**config.mk**
```make
export PLATFORM = sky130hd
export DESIGN_NAME = seg7_capture
export DESIGN_NICKNAME = d
export VERILOG_FILES = /design/src/rtl/seg7_capture.sv
export SDC_FILE = /design/constraint.sdc
export NUM_CORES = 1
export LEC_CHECK = 0
export CORE_ASPECT_RATIO = 0.8
export CORE_MARGIN = 2
export CORE_UTILIZATION = 35
export CTS_CLUSTER_SIZE = 10
export DETAILED_ROUTE_END_ITERATION = 10
export GPL_TIMING_DRIVEN = 0
export PLACE_DENSITY = 0.51
export SYNTH_ARGS = -nofsm -noshare
export SYNTH_HDL_FRONTEND = slang
export SYNTH_SLANG_ARGS = --single-unit
```
**constraint.sdc**
```tcl
create_clock -name clk -period 2.2 [get_ports clk]
set_input_delay 0.44 -clock clk [delete_from_list [all_inputs] [get_ports clk]]
set_output_delay 0.44 -clock clk [all_outputs]
set_load 0.02 [all_outputs]
```
**src/rtl/seg7_capture.sv**
```systemverilog
// Recovers BCD digits from a multiplexed active-low 7-segment bus with per-digit stability filtering.
// Optional macro SEG7_CAPTURE_ERR_EN builds the illegal-pattern / ghosting error flag.
module seg7_capture #(
  parameter int NDIG   = 4,
  parameter int STABLE = 3
) (
  input  logic              clk,
  input  logic              rst_n,
  input  logic              sample,
  input  logic [NDIG-1:0]   an,
  input  logic [1:7]        seg,
  output logic [4*NDIG-1:0] digits,
  output logic              frame_valid,
  output logic              err,
  input  logic              err_clr
);

  localparam int CW = $clog2(STABLE + 1);
  localparam int LW = $clog2(NDIG + 1);
  localparam logic [CW-1:0] CNT_MAX = CW'(STABLE);
  localparam logic [CW-1:0] CNT_PRE = CW'(STABLE - 1);

  // Returns {legal, value}; segment order is A (MSB) through G (LSB).
  function automatic logic [4:0] decode(input logic [1:7] s);
    case (s)
      7'b0000001: decode = {1'b1, 4'd0};
      7'b1001111: decode = {1'b1, 4'd1};
      7'b0010010: decode = {1'b1, 4'd2};
      7'b0000110: decode = {1'b1, 4'd3};
      7'b1001100: decode = {1'b1, 4'd4};
      7'b0100100: decode = {1'b1, 4'd5};
      7'b0100000: decode = {1'b1, 4'd6};
      7'b0001111: decode = {1'b1, 4'd7};
      7'b0000000: decode = {1'b1, 4'd8};
      7'b0000100: decode = {1'b1, 4'd9};
      default:    decode = 5'b0_0000;
    endcase
  endfunction

  logic [NDIG-1:0] en;
  logic [LW-1:0]   nlow;
  logic            accept;
  logic            ghost;
  logic            legal;
  logic [3:0]      code;

  assign en = ~an;

  always_comb begin
    nlow = '0;
    for (int i = 0; i < NDIG; i++) begin
      nlow = nlow + LW'(en[i]);
    end
    accept = sample && (nlow == LW'(1));
    ghost  = sample && (nlow > LW'(1));
    {legal, code} = decode(seg);
  end

  logic [NDIG-1:0][3:0]    last_q, last_d;
  logic [NDIG-1:0][3:0]    dig_q, dig_d;
  logic [NDIG-1:0][CW-1:0] cnt_q, cnt_d;
  logic [NDIG-1:0]         seen_q, seen_nx, commit;

  // A continuing run commits only on the step that reaches STABLE; a fresh run commits only when STABLE is 1.
  always_comb begin
    last_d = last_q;
    cnt_d  = cnt_q;
    dig_d  = dig_q;
    commit = '0;
    for (int i = 0; i < NDIG; i++) begin
      if (accept && en[i]) begin
        if (!legal) begin
          cnt_d[i] = '0;
        end else if (cnt_q[i] != '0 && code == last_q[i]) begin
          if (cnt_q[i] != CNT_MAX) cnt_d[i] = cnt_q[i] + CW'(1);
          commit[i] = (cnt_q[i] == CNT_PRE);
        end else begin
          last_d[i] = code;
          cnt_d[i]  = CW'(1);
          commit[i] = (STABLE == 1);
        end
        if (commit[i]) dig_d[i] = code;
      end
    end
    seen_nx = seen_q | commit;
  end

  always_ff @(posedge clk or negedge rst_n) begin
    if (!rst_n) begin
      last_q      <= '0;
      cnt_q       <= '0;
      dig_q       <= '0;
      seen_q      <= '0;
      frame_valid <= 1'b0;
    end else begin
      last_q <= last_d;
      cnt_q  <= cnt_d;
      dig_q  <= dig_d;
      if (&seen_nx) begin
        frame_valid <= 1'b1;
        seen_q      <= '0;
      end else begin
        frame_valid <= 1'b0;
        seen_q      <= seen_nx;
      end
    end
  end

  assign digits = dig_q;

`ifdef SEG7_CAPTURE_ERR_EN
  logic err_q;
  logic err_event;

  assign err_event = ghost || (accept && !legal);

  // Set has priority over a simultaneous clear.
  always_ff @(posedge clk or negedge rst_n) begin
    if (!rst_n) begin
      err_q <= 1'b0;
    end else if (err_event) begin
      err_q <= 1'b1;
    end else if (err_clr) begin
      err_q <= 1'b0;
    end
  end

  assign err = err_q;
`else
  logic unused_err;

  assign unused_err = ^{err_clr, ghost};
  assign err        = 1'b0;
`endif

endmodule

```
Yosys cells after proc, flatten, opt, wreduce, memory -nomap -nowiden
Cells that the tools add are included.
Word-level totals
  register bits: 45
Cells by class
  add/subtract/negate cells: 7
  eq/ne operators: 26
  mux-type cells: 31
  bitwise logic cells: 6
  reduce and logical (&&, ||, !) cells: 27
Operators with widths (number)
  $pmux 5 s10: 1
  $mux 2: 12
  $mux 1: 17
  $eq 4x4->1: 4
  $reduce_and 2->1: 8
  $eq 7x3->1 const B: 2
  $eq 7x6->1 const B: 2
  $eq 7x7->1 const B: 2
  $ne 3x2->1 const B: 4
  $reduce_and 3->1: 4
  $logic_and 1x1->1: 9
  $add 2x1->2 const B: 4
  $eq 2x2->1 const B: 4
  $ne 2x2->1 const B: 4
  $reduce_bool 2->1: 4
  $eq 7x1->1 const B: 1
  $eq 7x4->1 const B: 1
  $eq 7x5->1 const B: 1
  $logic_not 7->1: 1
  $mux 4: 1
  $not 1->1: 4
  $not 4->4: 1
  $or 4x4->4: 1
  $reduce_and 4->1: 1
  other kinds (4): 4

Logic depth before layout (Yosys ltp)
  depth in word-level cells: 12
  depth in mapped cells: 11

Worst setup path before layout
OpenSTA, ideal clock, no wires.
  path type: input to register
  start: input port an[0]
  end: register dig_q (netlist bit digits[4])
  setup time: 0.125 ns
  arrival: 2.932 ns
  required time: 2.075 ns
  setup slack: -0.856 ns
  stages on the path: 10
  path through: fa_1 inv_1 ha_1 ha_1 nor2_1 nand3_1 a311oi_2 nand2_1 nor3_2 mux2_2
On the way
  cells in the longest elaborated chain, start to end: 8
RTL lines
  start, declared: RTL line 10  | input logic [NDIG-1:0] an,
  $not 4->4: RTL line 47  | assign en = ~an;
  $add 1x1->2: RTL line 52  | nlow = nlow + LW'(en[i]);
  $add 2x1->3: RTL line 52
  $add 3x1->3: RTL line 52
  $eq 3x1->1: RTL line 54  | accept = sample && (nlow == LW'(1));
  $logic_and 1x1->1: RTL line 54
  $logic_and 1x1->1: RTL line 71  | if (accept && en[i]) begin
  $reduce_and 2->1 (no line)
  end signal, assigned: RTL line 98  | dig_q <= dig_d;
  end, declared: RTL line 60  | logic [NDIG-1:0][3:0] dig_q, dig_d;
No other way between the ends.
A chain may end at the register's enable or synchronous reset.

Worst setup path in the final report
  start: input port an[0]
  end: register dig_q (netlist bit digits[0])
On the way
  cells in the longest elaborated chain, start to end: 8
RTL lines (RTL line)
  $not 4->4 *: 47
  $add 1x1->2: 52
  $add 2x1->3: 52
  $add 3x1->3: 52
  $eq 3x1->1: 54
  $logic_and 1x1->1: 54
  $logic_and 1x1->1 *: 71
  $reduce_and 2->1 (no line) *
Mark *: on every way between the ends. The rest lies on a longest branch, timed or not.

==> out/results.txt <==
Status: finished, violations left
Failing checks: negative setup slack
RSZ-0062 raised after global routing: true
Tightest Pin Transition: 0.838 ns
Syn Area/Cell: 11.0 µm²
Root buffer cell: clkbuf_8
H-tree levels: 2
Pin count of the biggest net entering global routing: 24
Synth async-reset ratio: 1.00
Total power draw: 0.00243 W
Post-synthesis mux area share: 0.104
Die W: 101 µm
Most instantiated library cell after synthesis: dfrtp_1
Core footprint: 7320 µm²
TritonCTS clock tree: done
Synth top area share: 0.432
Cell area after placement: 3270 µm²
Cts bufs inserted: 5
First-pass GRT wire length: 11,700 µm
Chip Height: 81.2 µm
Final worst slack: -0.431 ns
Sw frac: 0.341
VDD IR max: 369 µV
Netlist cell types: 53
Placed cells: 358
Largest area contributor in the netlist: dfrtp_1
Fin. max-slew vios: 0
Final worst path period share: 1.20
Hold-fix buffers at CTS: 0
Max cap viols: 0
Vias after detailed routing: 2,177
Largest family of logic cells by synthesized area: compound AO/OA/AOI/OAI gates
DR DRC count: 0
Final Cell Area: 4050 µm²
Clk slew on worst S/H paths: 0.09 ns
Initial Util: 0.356
Largest cells by area after synthesis: dfrtp_1 (43%), mux2_2 (10%), ha_1 (6.7%)
Hold Path Class: in -> async
GRT Total Usage: 0.185
Tmin final: 2.63 ns
Comb pwr share: 0.343
Synthesized instance count: 238
Post-Synth Simple-Gate Area: 0.122
Reg2reg setup slack: 0.14 ns
Hold WS: 0.132 ns
CP max FO: 6
Reg power frac: 0.395
Most used DFF post-synth: dfrtp_1
Critical path class: in -> reg
Cell Area, Synth: 2610 µm²
FF+latch count, synth: 45
Worst r2r path cells: 5
Avg WL per Cell: 17.4 µm
Post-route ant nets: 0
Initial DRC count: 79
Sw Pwr: 0.000831 W
Vias in the first global route: 2,296
Die ar.: 8160 µm²
# setup viols final: 42
Crit path required time: 2.38 ns
Pleak: 1.82 nW
Worst Path Arrival: 2.81 ns
Skew final: 0.00763 ns
Syn_nets: 268
Initial antenna violation count: 0
RD Place Congestion: 0.775
EDFF count, synth: 0
PwrDens: 601 nW/µm²
Grt total ovfl: 0
R2R Path Start: last_q[10]
Max Clk Rate: 0.380 GHz
Final Hold Viols: 0
Register area share after synthesis: 0.432
Clock network fraction of total power: 0.262
Via/cell ratio: 5.36
Clk sinks: 45
Drt first pass iters: 4
Hpwl dp: 4450 µm
Post-synthesis xor/xnor area fraction: 0.0437
Synthesis Warnings: 0
Boundary pin count: 33
Final net count: 346
Post-Synth Adder-Cell Area: 0.0749
Finished Layout Cells: 406
Fraction of layout cells with a size suffix above 1: 0.449
Post-synthesis compound-gate area fraction: 0.175
Max_slew headroom: 0.437
Worst R2R End: seen_q[3]
Internal power: 0.00160 W
Crit. End Element: flip-flop
N_diodes: 0
Wirelength, routed: 7080 µm
Syn-to-layout area delta: 55.4%
Rows: 28
Worst-Skew Late Latency: 0.30 ns
Clock buffer depth: 2
Port Buffer Count: 29
Post-Route Setup TNS: -10.42 ns
Most instantiated cells after synthesis: dfrtp_1 (45), mux2_2 (24), inv_1 (23)
Setup crit start kind: input pin
==> cell type report <==
type	instances	area [µm²]
well taps	90	113
inverters	23	86.3
repair buffers	71	736
plain buffers	7	82.6
fillers	632	3270
multi-input cells	163	1800
clock buffers	5	68.8
flip-flops and latches	45	1130
clock inverters	2	38.8
==> sequential cells by signal, indices dropped and copies added, names as in the netlist <==
| register | count |
|---|---|
| last_q | 16 |
| seen_q | 4 |
| frame_valid | 1 |
| digits | 16 |
| cnt_q | 8 |
==> through the flow <==
step / utilization / setup WS [ns]
2_1_floorplan: - / -0.596
5_1_grt: 0.553 / -0.489
3_3_place_gp: 0.444 / -1.45
4_1_cts: 0.526 / -0.491
3_5_place_dp: 0.447 / -1.47
6_report: 0.553 / -0.431
==> repair_timing <==
item | 4_1_cts | 5_1_grt
gates resized for setup | 108 | 30
cloned | 0 | 0
setup endpoints to repair | 45 | 45
buffers inserted | 33 | 10
pin swaps | 35 | 32
==> power by group through the flow <==
stage               sequential, W  combinational (W)  clock [W]
CTS                      0.000956           0.000754   0.000655
global route             0.000972           0.000915   0.000686
finish                   0.000962           0.000834   0.000638
detailed placement       0.000970           0.000584          0
global placement         0.000967           0.000580          0
floorplan                0.000958           0.000431          0
==> worst max path at each step <==
stage,end,startpoint,cells past startpoint,slack (ns)
3_3_place_gp,digits[12],an[3],11,-1.45
4_1_cts,digits[15],an[3],12,-0.49
3_5_place_dp,digits[12],an[1],11,-1.47
2_1_floorplan,digits[4],an[0],10,-0.60
5_1_grt,digits[0],an[0],13,-0.49
6_report,digits[0],an[0],13,-0.43
==> cell families after synthesis <==
family | count (synthesis)
DFF | 45
and+or+nand+nor | 55
muxes | 24
buffers and inverters | 30
other | 1
AOI/OAI and AO/OA | 55
adders and majority gates | 15
xor gates and xnor gates | 13
==> layer usage <==
metal / share of wire / wire (µm) / track usage
met1: 0.52 / 3650 / 0.272
met2: 0.45 / 3180 / 0.293
met3: 0.030 / 216 / 0.0344
met4: 0.0052 / 37 / 0.0247
met5: 0 / 0 / 0
==> critical path, cell delays in order <==
cell and delay, ns:
buf_6 0.10, fa_1 0.54, inv_2 0.04, ha_4 0.15, ha_4 0.22, nor2_4 0.10, nand3_4 0.13, or2_4 0.28
nor2b_2 0.12, buf_6 0.12, nand4_1 0.10, buf_6 0.17, mux2_4 0.29
==> layout by cell type, fill, tap and decap left out, types with 3 or more instances in the layout <==
| cell | n |
|---|---|
| clkbuf_8 | 6 |
| ha_1 | 12 |
| nand2_2 | 4 |
| or3_1 | 3 |
| nor3_4 | 3 |
| buf_4 | 24 |
| buf_6 | 23 |
| buf_8 | 6 |
| nor2_1 | 5 |
| mux2_2 | 8 |
| nand2_1 | 7 |
| buf_12 | 4 |
| o21ai_2 | 4 |
| clkdlybuf4s50_1 | 19 |
| o41ai_2 | 4 |
| mux2_4 | 16 |
| o31a_1 | 3 |
| inv_1 | 22 |
| a22oi_1 | 3 |
| a31oi_1 | 4 |
| xor2_1 | 9 |
| nor2_4 | 4 |
| a32o_1 | 3 |
| nor3_1 | 5 |
| a2111o_1 | 3 |
| o31ai_4 | 3 |
| dfrtp_1 | 45 |
| xnor2_2 | 3 |
Power figures use the tool's default switching activity.
